`src/rtl/aes_serial_host_if.sv`:
```
// Parallel host-side bus of aes_serial_host: key and plaintext requests in,
// ciphertext and status out. The host/bus side uses master, the endpoint uses slave.
interface aes_serial_host_if;
    logic [127:0] key;
    logic         key_load;
    logic [127:0] pt;
    logic         pt_valid;
    logic         pt_ready;
    logic [127:0] ct;
    logic         ct_valid;
    logic         busy;
    logic         err;

    modport master (
        output key, key_load, pt, pt_valid,
        input  pt_ready, ct, ct_valid, busy, err
    );

    modport slave (
        input  key, key_load, pt, pt_valid,
        output pt_ready, ct, ct_valid, busy, err
    );
endinterface

```
`src/rtl/aes_serial_host.sv`:
```
// aes_serial_host: bit-serial bridge between a parallel key/plaintext bus and the AES-128 core pins.
// Optional WAIT-state timeout (parameter TIMEOUT) is compiled in when HOST_TIMEOUT_EN is defined.
module aes_serial_host #(
    parameter int unsigned TIMEOUT = 1024
) (
    input  logic             clk,
    input  logic             reset_n,
    aes_serial_host_if.slave bus,
    output logic             K_IN,
    output logic             DIN,
    output logic             EN,
    input  logic             DOUT,
    input  logic             OUT_VAL
);

    typedef enum logic [1:0] {
        ST_IDLE = 2'd0,
        ST_KEY  = 2'd1,
        ST_DATA = 2'd2,
        ST_WAIT = 2'd3
    } state_e;

    // The wait counter compares against TIMEOUT-1 and needs room for a full frame.
    if (TIMEOUT < 130) begin : g_timeout_range
        $error("aes_serial_host: TIMEOUT must be at least 130");
    end

    state_e       state_q, state_d;
    logic [7:0]   cnt_q, cnt_d;
    logic [127:0] sr_q, sr_d;
    logic         key_ok_q, key_ok_d;
    logic [127:0] ct_q, ct_d;
    logic         k_in_q, k_in_d;
    logic         din_q, din_d;
    logic         en_q, en_d;
    logic         pt_ready_q, pt_ready_d;
    logic         ct_valid_q, ct_valid_d;
    logic         busy_q, busy_d;
    logic         err_q, err_d;
`ifdef HOST_TIMEOUT_EN
    localparam logic [15:0] WAIT_LAST = 16'(TIMEOUT - 1);
    logic [15:0]  wait_q, wait_d;
`endif

    // Next-state and next-output logic; one shift register serves key, plaintext and capture.
    always_comb begin
        state_d    = state_q;
        cnt_d      = cnt_q;
        sr_d       = sr_q;
        key_ok_d   = key_ok_q;
        ct_d       = ct_q;
        k_in_d     = 1'b0;
        din_d      = 1'b0;
        en_d       = 1'b0;
        ct_valid_d = 1'b0;
        err_d      = 1'b0;
`ifdef HOST_TIMEOUT_EN
        wait_d     = wait_q;
`endif
        case (state_q)
            ST_IDLE: begin
                // key_load withholds plaintext acceptance even while pt_ready is shown high.
                if (bus.key_load) begin
                    sr_d    = bus.key;
                    cnt_d   = 8'd0;
                    k_in_d  = 1'b1;
                    state_d = ST_KEY;
                end else if (bus.pt_valid && pt_ready_q) begin
                    sr_d    = {bus.pt[126:0], 1'b0};
                    din_d   = bus.pt[127];
                    en_d    = 1'b1;
                    cnt_d   = 8'd1;
                    state_d = ST_DATA;
                end else begin
                    state_d = ST_IDLE;
                end
            end
            ST_KEY: begin
                if (cnt_q == 8'd128) begin
                    key_ok_d = 1'b1;
                    cnt_d    = 8'd0;
                    state_d  = ST_IDLE;
                end else begin
                    k_in_d = sr_q[127];
                    sr_d   = {sr_q[126:0], 1'b0};
                    cnt_d  = cnt_q + 8'd1;
                end
            end
            ST_DATA: begin
                if (cnt_q == 8'd128) begin
                    cnt_d   = 8'd0;
                    state_d = ST_WAIT;
`ifdef HOST_TIMEOUT_EN
                    wait_d  = 16'd0;
`endif
                end else begin
                    din_d = sr_q[127];
                    en_d  = 1'b1;
                    sr_d  = {sr_q[126:0], 1'b0};
                    cnt_d = cnt_q + 8'd1;
                end
            end
            ST_WAIT: begin
`ifdef HOST_TIMEOUT_EN
                wait_d = wait_q + 16'd1;
`endif
                if (OUT_VAL) begin
                    sr_d  = {sr_q[126:0], DOUT};
                    cnt_d = cnt_q + 8'd1;
                end else begin
                    cnt_d = cnt_q;
                end
                // Completion is tested first so it wins over a same-cycle timeout.
                if (OUT_VAL && (cnt_q == 8'd127)) begin
                    ct_d       = sr_d;
                    ct_valid_d = 1'b1;
                    cnt_d      = 8'd0;
                    state_d    = ST_IDLE;
                end
`ifdef HOST_TIMEOUT_EN
                else if (wait_q == WAIT_LAST) begin
                    err_d   = 1'b1;
                    cnt_d   = 8'd0;
                    sr_d    = 128'd0;
                    state_d = ST_IDLE;
                end
`endif
                else begin
                    state_d = ST_WAIT;
                end
            end
            default: begin
                state_d = ST_IDLE;
            end
        endcase
        pt_ready_d = (state_d == ST_IDLE) && key_ok_d;
        busy_d     = (state_d != ST_IDLE);
    end

    // State, datapath and registered outputs.
    always_ff @(posedge clk or negedge reset_n) begin
        if (!reset_n) begin
            state_q    <= ST_IDLE;
            cnt_q      <= 8'd0;
            sr_q       <= 128'd0;
            key_ok_q   <= 1'b0;
            ct_q       <= 128'd0;
            k_in_q     <= 1'b0;
            din_q      <= 1'b0;
            en_q       <= 1'b0;
            pt_ready_q <= 1'b0;
            ct_valid_q <= 1'b0;
            busy_q     <= 1'b0;
            err_q      <= 1'b0;
`ifdef HOST_TIMEOUT_EN
            wait_q     <= 16'd0;
`endif
        end else begin
            state_q    <= state_d;
            cnt_q      <= cnt_d;
            sr_q       <= sr_d;
            key_ok_q   <= key_ok_d;
            ct_q       <= ct_d;
            k_in_q     <= k_in_d;
            din_q      <= din_d;
            en_q       <= en_d;
            pt_ready_q <= pt_ready_d;
            ct_valid_q <= ct_valid_d;
            busy_q     <= busy_d;
            err_q      <= err_d;
`ifdef HOST_TIMEOUT_EN
            wait_q     <= wait_d;
`endif
        end
    end

    assign K_IN         = k_in_q;
    assign DIN          = din_q;
    assign EN           = en_q;
    assign bus.pt_ready = pt_ready_q;
    assign bus.ct       = ct_q;
    assign bus.ct_valid = ct_valid_q;
    assign bus.busy     = busy_q;
    assign bus.err      = err_q;

endmodule

```
`src/flat_wrapper.sv`:
```
// flat-port wrapper written by rule: the top's interface ports become plain ports
module aes_serial_host_flat 
#(
    parameter int unsigned TIMEOUT = 1024
)
  (clk, reset_n, K_IN, DIN, EN, DOUT, OUT_VAL, bus_key, bus_key_load, bus_pt, bus_pt_valid, bus_pt_ready, bus_ct, bus_ct_valid, bus_busy, bus_err);
  aes_serial_host_if bus_i ();
  input  logic clk;
  input  logic reset_n;
  output logic K_IN;
  output logic DIN;
  output logic EN;
  input  logic DOUT;
  input  logic OUT_VAL;
  input wire logic [$bits(bus_i.key)-1:0] bus_key;
  input wire logic [$bits(bus_i.key_load)-1:0] bus_key_load;
  input wire logic [$bits(bus_i.pt)-1:0] bus_pt;
  input wire logic [$bits(bus_i.pt_valid)-1:0] bus_pt_valid;
  output wire logic [$bits(bus_i.pt_ready)-1:0] bus_pt_ready;
  output wire logic [$bits(bus_i.ct)-1:0] bus_ct;
  output wire logic [$bits(bus_i.ct_valid)-1:0] bus_ct_valid;
  output wire logic [$bits(bus_i.busy)-1:0] bus_busy;
  output wire logic [$bits(bus_i.err)-1:0] bus_err;
  assign bus_i.key = bus_key;
  assign bus_i.key_load = bus_key_load;
  assign bus_i.pt = bus_pt;
  assign bus_i.pt_valid = bus_pt_valid;
  assign bus_pt_ready = bus_i.pt_ready;
  assign bus_ct = bus_i.ct;
  assign bus_ct_valid = bus_i.ct_valid;
  assign bus_busy = bus_i.busy;
  assign bus_err = bus_i.err;
  aes_serial_host #(.TIMEOUT(TIMEOUT)) u_core (.clk(clk), .reset_n(reset_n), .bus(bus_i), .K_IN(K_IN), .DIN(DIN), .EN(EN), .DOUT(DOUT), .OUT_VAL(OUT_VAL));
endmodule
```
`config.mk`:
```
export PLATFORM = sky130hd
export DESIGN_NAME = aes_serial_host_flat
export DESIGN_NICKNAME = d
export VERILOG_FILES = /design/src/rtl/aes_serial_host_if.sv /design/src/rtl/aes_serial_host.sv /design/src/flat_wrapper.sv
export SDC_FILE = /design/constraint.sdc
export NUM_CORES = 1
export LEC_CHECK = 0
export BUFFER_PORTS_ARGS = -buffer_cell sky130_fd_sc_hd__buf_2
export CAP_MARGIN = 20
export CORE_ASPECT_RATIO = 0.5
export CORE_MARGIN = 2
export CORE_UTILIZATION = 30
export CTS_BUF_LIST = sky130_fd_sc_hd__clkbuf_4 sky130_fd_sc_hd__clkbuf_8 sky130_fd_sc_hd__clkbuf_16
export CTS_CLUSTER_DIAMETER = 40
export DETAILED_ROUTE_END_ITERATION = 7
export GPL_TIMING_DRIVEN = 0
export PLACE_DENSITY = 0.59
export SETUP_SLACK_MARGIN = 0.4
export SYNTH_ARGS = -nofsm -noshare
export SYNTH_HDL_FRONTEND = slang
export SYNTH_SLANG_ARGS = --single-unit
```
`constraint.sdc`:
```
create_clock -name clk -period 2.7 [get_ports clk]
set_clock_uncertainty 0.05 [all_clocks]
set_input_delay 0.54 -clock clk [delete_from_list [all_inputs] [get_ports clk]]
set_output_delay 0.54 -clock clk [all_outputs]
set_load 0.005 [all_outputs]
```
Yosys cells after proc, flatten, opt, wreduce, memory -nomap -nowiden:

Cells that the tools add are included.

* muxes and demuxes: 31
* add/sub/neg operators: 1
* reductions and logical operators: 10
* equal/unequal tests: 8

Operator list (count)
* $mux W128: 4
* $pmux W128 S3: 1
* $mux W8: 5
* $pmux W8 S3: 1
* $mux W1: 11
* $mux W2: 5
* $add A8 B1 Y8 const B: 1
* $eq A8 B7 Y1 const B: 1
* $eq A8 B8 Y1 const B: 1
* $pmux W2 S4: 1
* $ne A3 B2 Y1 const B: 2
* $pmux W1 S2: 3
* $reduce_and A2 Y1: 3
* $eq A2 B2 Y1 const B: 2
* $logic_not A2 Y1: 2
* $logic_and A1 B1 Y1: 3
* $eq A2 B1 Y1 const B: 1
* $ne A2 B2 Y1 const B: 1
* $reduce_bool A2 Y1: 1
* $reduce_or A2 Y1: 1

* bits in registers: 273
* input bits: 262
* logic and storage cells: 61
* output and inout port bits: 135

Logic depth before layout (Yosys ltp):

* depth in word-level cells: 6
* depth in mapped cells: 9
* gate-level depth less buffers: 6

Worst setup path before layout:

OpenSTA, ideal clock, no wires.

* path type: reg2reg
* start point: register u_core.state_q[0]
* end point: register u_core.sr_q[100]
* slack: 767 ps
* clock period less this slack: 1933 ps
* arrival time: 1753 ps
* required time: 2520 ps
* cell stages (with the launch flop): 10
* buffers on the path: 3
* library setup time: 130 ps
* cell sequence: dfrtp_1 inv_1 ha_1 buf_2 nor2b_1 a32o_1 o21bai_1 buf_4 buf_6 o2bb2ai_1

* cells in the longest elaborated chain, start to end: 4
* elaborated cells on any way between the ends: 9
* classes of those cells: 5 x eq/ne; 1 x mux; 3 x reduce/logical

RTL lines
* start: declaration: RTL line aes_serial_host.sv:28 `state_e state_q, state_d;`
* start signal: assignment: RTL line aes_serial_host.sv:159 `state_q <= state_d;`
* $eq A2 B1 Y1 / $eq A2 B2 Y1 (equally long branches): RTL line aes_serial_host.sv:60 `case (state_q)`
* $reduce_or A2 Y1 (no line)
* $ne A2 B2 Y1 (no line)
* $reduce_and A2 Y1 (no line)
* end signal: assignment: RTL line aes_serial_host.sv:161 `sr_q <= sr_d;`
* end: declaration: RTL line aes_serial_host.sv:30 `logic [127:0] sr_q, sr_d;`

Parallel ways exist; a longest one is shown, timed or not.
A chain may end at the register's enable or synchronous reset.

Worst setup path after layout:

* start point: register u_core.state_q[0]
* end point: register u_core.sr_q[113]

Same word-level chain as after synthesis.

==> metrics.csv <==
metric,value,unit
globalplace.congestion,0.7999,
cts_tree,built,
async_flop_share,1.000,
critPathKind,register to register,
cts_num_sinks,273,
synth_edf_count,0,
synth_seq_cells,273,
p_sw_frac,0.3279,
p_clk_frac,0.376,
fin_crit,2.124,ns
powerDensity,739.1,mW/mm²
fin_crit_sh,0.7865,
pwr-share-comb,0.266,
die_area,0.04863,mm²
drive_gt1_frac,0.4028,
place_area,0.01685,mm²
dp_slack,0.008213,ns
switching_power,4.421,mW
finalHoldViolations,0,
port_buffers,394,
io_pins,397,
yosysWarnings,0,
fmax,470.9,MHz
post_drt_wl_per_cell,19.22,µm
grt_pass1_vias,11840,
insertion_delay,0.52,ns
coreArea,0.04569,mm²
vias,11670,
syn_avg_cell_area,11.23,µm²
grt_max_degree,100,
endpoint_kind,register,
grt_usage,0.1800,
final_util,0.3992,
syn-num-nets,1517,
drc,0,
synthFlopType,dfrtp_1,
die_h,156.9,µm
initial_core_util,0.3071,
multi_input_area,0.006501,mm²
report.final.slew_viol_count,0,
antenna_found_initial,2,
drt-initial-drc-count,732,
hold_path_class,input port to register,
drv_cap,0,
postSynthCellCount,1249,
cts_buffers,37,
synth_area,0.01403,mm²
cts_root_buf,clkbuf_16,
clockBufferDepth,3,
h-tree-depth,2,
yosysUniqueCellTypes,45,
ant_nets,0,
synth_top_cell_area_share,0.4868,
die_w,309.9,µm
synth_area_leaders,"dfrtp_1 49%, mux2_2 10%, mux2i_1 9.1%",
drt_first_pass_iters,5,
clk_pin_slew_worst_paths,0.06,ns
tns,0,ns
ir_drop,0.0004223,V
seq_area_frac_synth,0.4868,
overflow,0,
avgViaCountPerCell,4.983,
critPathArrivalTime,2.51,ns
synth_area_leader_cell,dfrtp_1,
areaGrowthSynthToFinish,29.99,%
cp_max_fo,10,
wl,45.02,mm
grt_pass1_wl,68.27,mm
intPower,9.061,mW
status,completed,
synth_most_common_cell,dfrtp_1,
nets,1955,
regArea,0.006833,mm²
seqPwrFrac,0.358,
fin_area,0.01824,mm²
dp_hpwl,32.90,mm
worst_pin_slew,0.7427,ns
p_leak,8.902,nW
num-fill-cells,4548,
cp-start-kind,register,
rsz0062_at_grt,no,
fin_ws,0.5764,ns
max-slew-margin-rel,0.5049,
report.final.setup_viol,0,
required,3.08,ns
row_count,55,
synth_common_cells,"273 x dfrtp_1, 135 x a21oi_1, 135 x nor2_1",
rrSetupSlack,0.58,ns
hold_ws,0.2485,ns
## state kept, by name (all words and copies together) (netlist names)
signal,count
u_core.bus.ct,128
u_core.sr_q,128
u_core.cnt_q,8
u_core.state_q,2
u_core.DIN,1
u_core.EN,1
u_core.K_IN,1
u_core.bus.busy,1
u_core.bus.ct_valid,1
u_core.bus.pt_ready,1
u_core.key_ok_q,1
## worst paths after layout
kind | startpoint | cells past startpoint | endpoint
worst min register to register | u_core.key_ok_q | 1 | u_core.key_ok_q
max in group asynchronous | reset_n | 3 | u_core.sr_q[124]
worst min-delay path | bus_pt[127] | 2 | u_core.DIN
worst max-delay path | u_core.state_q[0] | 8 | u_core.sr_q[113]
worst max register to register | u_core.state_q[0] | 8 | u_core.sr_q[113]
min in group asynchronous | reset_n | 2 | u_core.bus.ct[90]
## cells by family after synthesis
logic type | after synthesis | share of synthesized area
AOI/OAI and AO/OA | 416 | 0.2101
DFF | 273 | 0.4868
muxes | 254 | 0.1925
and+or+nand+nor | 173 | 0.05324
buffers and inverters | 124 | 0.05047
adders and majority gates | 6 | 0.005350
xor gates and xnor gates | 2 | 0.001249
other | 1 | 0.0002672
## layer usage
layer | track usage | up-vias | wire (µm)
met1 | 0.2188 | 5808 | 18610
met3 | 0.03029 | 78 | 1539
li1 | - | 5580 | -
met2 | 0.3220 | 205 | 23500
met5 | 0 | - | 0
met4 | 0.06533 | 0 | 1373
## power groups by stage
stage	Clock, mW	Sequential, mW	Combinational (mW)
2_1_floorplan	0	4.77	2.35
3_3_place_gp	0	4.88	3.37
3_5_place_dp	0	4.88	3.41
4_1_cts	5.16	4.81	3.50
5_1_grt	5.35	4.88	3.94
6_report	5.07	4.82	3.59
## critical path, stage by stage (launching register included)
cell	delay, ns
dfrtp_2	0.44
inv_1	0.12
ha_1	0.16
buf_2	0.17
buf_4	0.28
buf_2	0.30
clkbuf_2	0.26
a22oi_1	0.10
o2bb2ai_1	0.17
## final cells by class
class | count | share of cell area
Antenna cell | 2 | 0.0002744
Buffer | 119 | 0.04047
Clock buffer | 50 | 0.06043
Clock inverter | 15 | 0.009809
Inverter | 5 | 0.001029
Multi-Input combinational cell | 852 | 0.3564
Sequential cell | 273 | 0.3746
Tap cell | 627 | 0.04301
Timing Repair Buffer | 399 | 0.1139
## metrics by stage
step,instances,total power [mW]
after global placement,2270,8.247
after detailed placement,2272,8.290
after global routing,2342,14.17
final,2342,13.48
after floorplan,1249,7.127
after CTS,2339,13.47
## cell usage in the layout (no fill, tap or decap), drive strengths merged, types with 9 or more instances in the layout
cell	netlist	final
a22oi	127	127
inv	5	9
dfrtp	273	273
mux2	127	127
nor2	136	136
mux2i	127	127
a21oi	135	135
buf	73	475
o2bb2ai	128	128
clkbuf	46	92
## what timing repair did
item | CTS | global route
buffers inserted | 1 | 0
setup endpoints to repair | 127 | 124
pin swaps | 1 | 0
resized for setup | 10 | 51
hold endpoints to repair | 23 | 0
gates cloned | 0 | 1
hold buffers | 1 | 0
(Power assumes the default switching activity.)
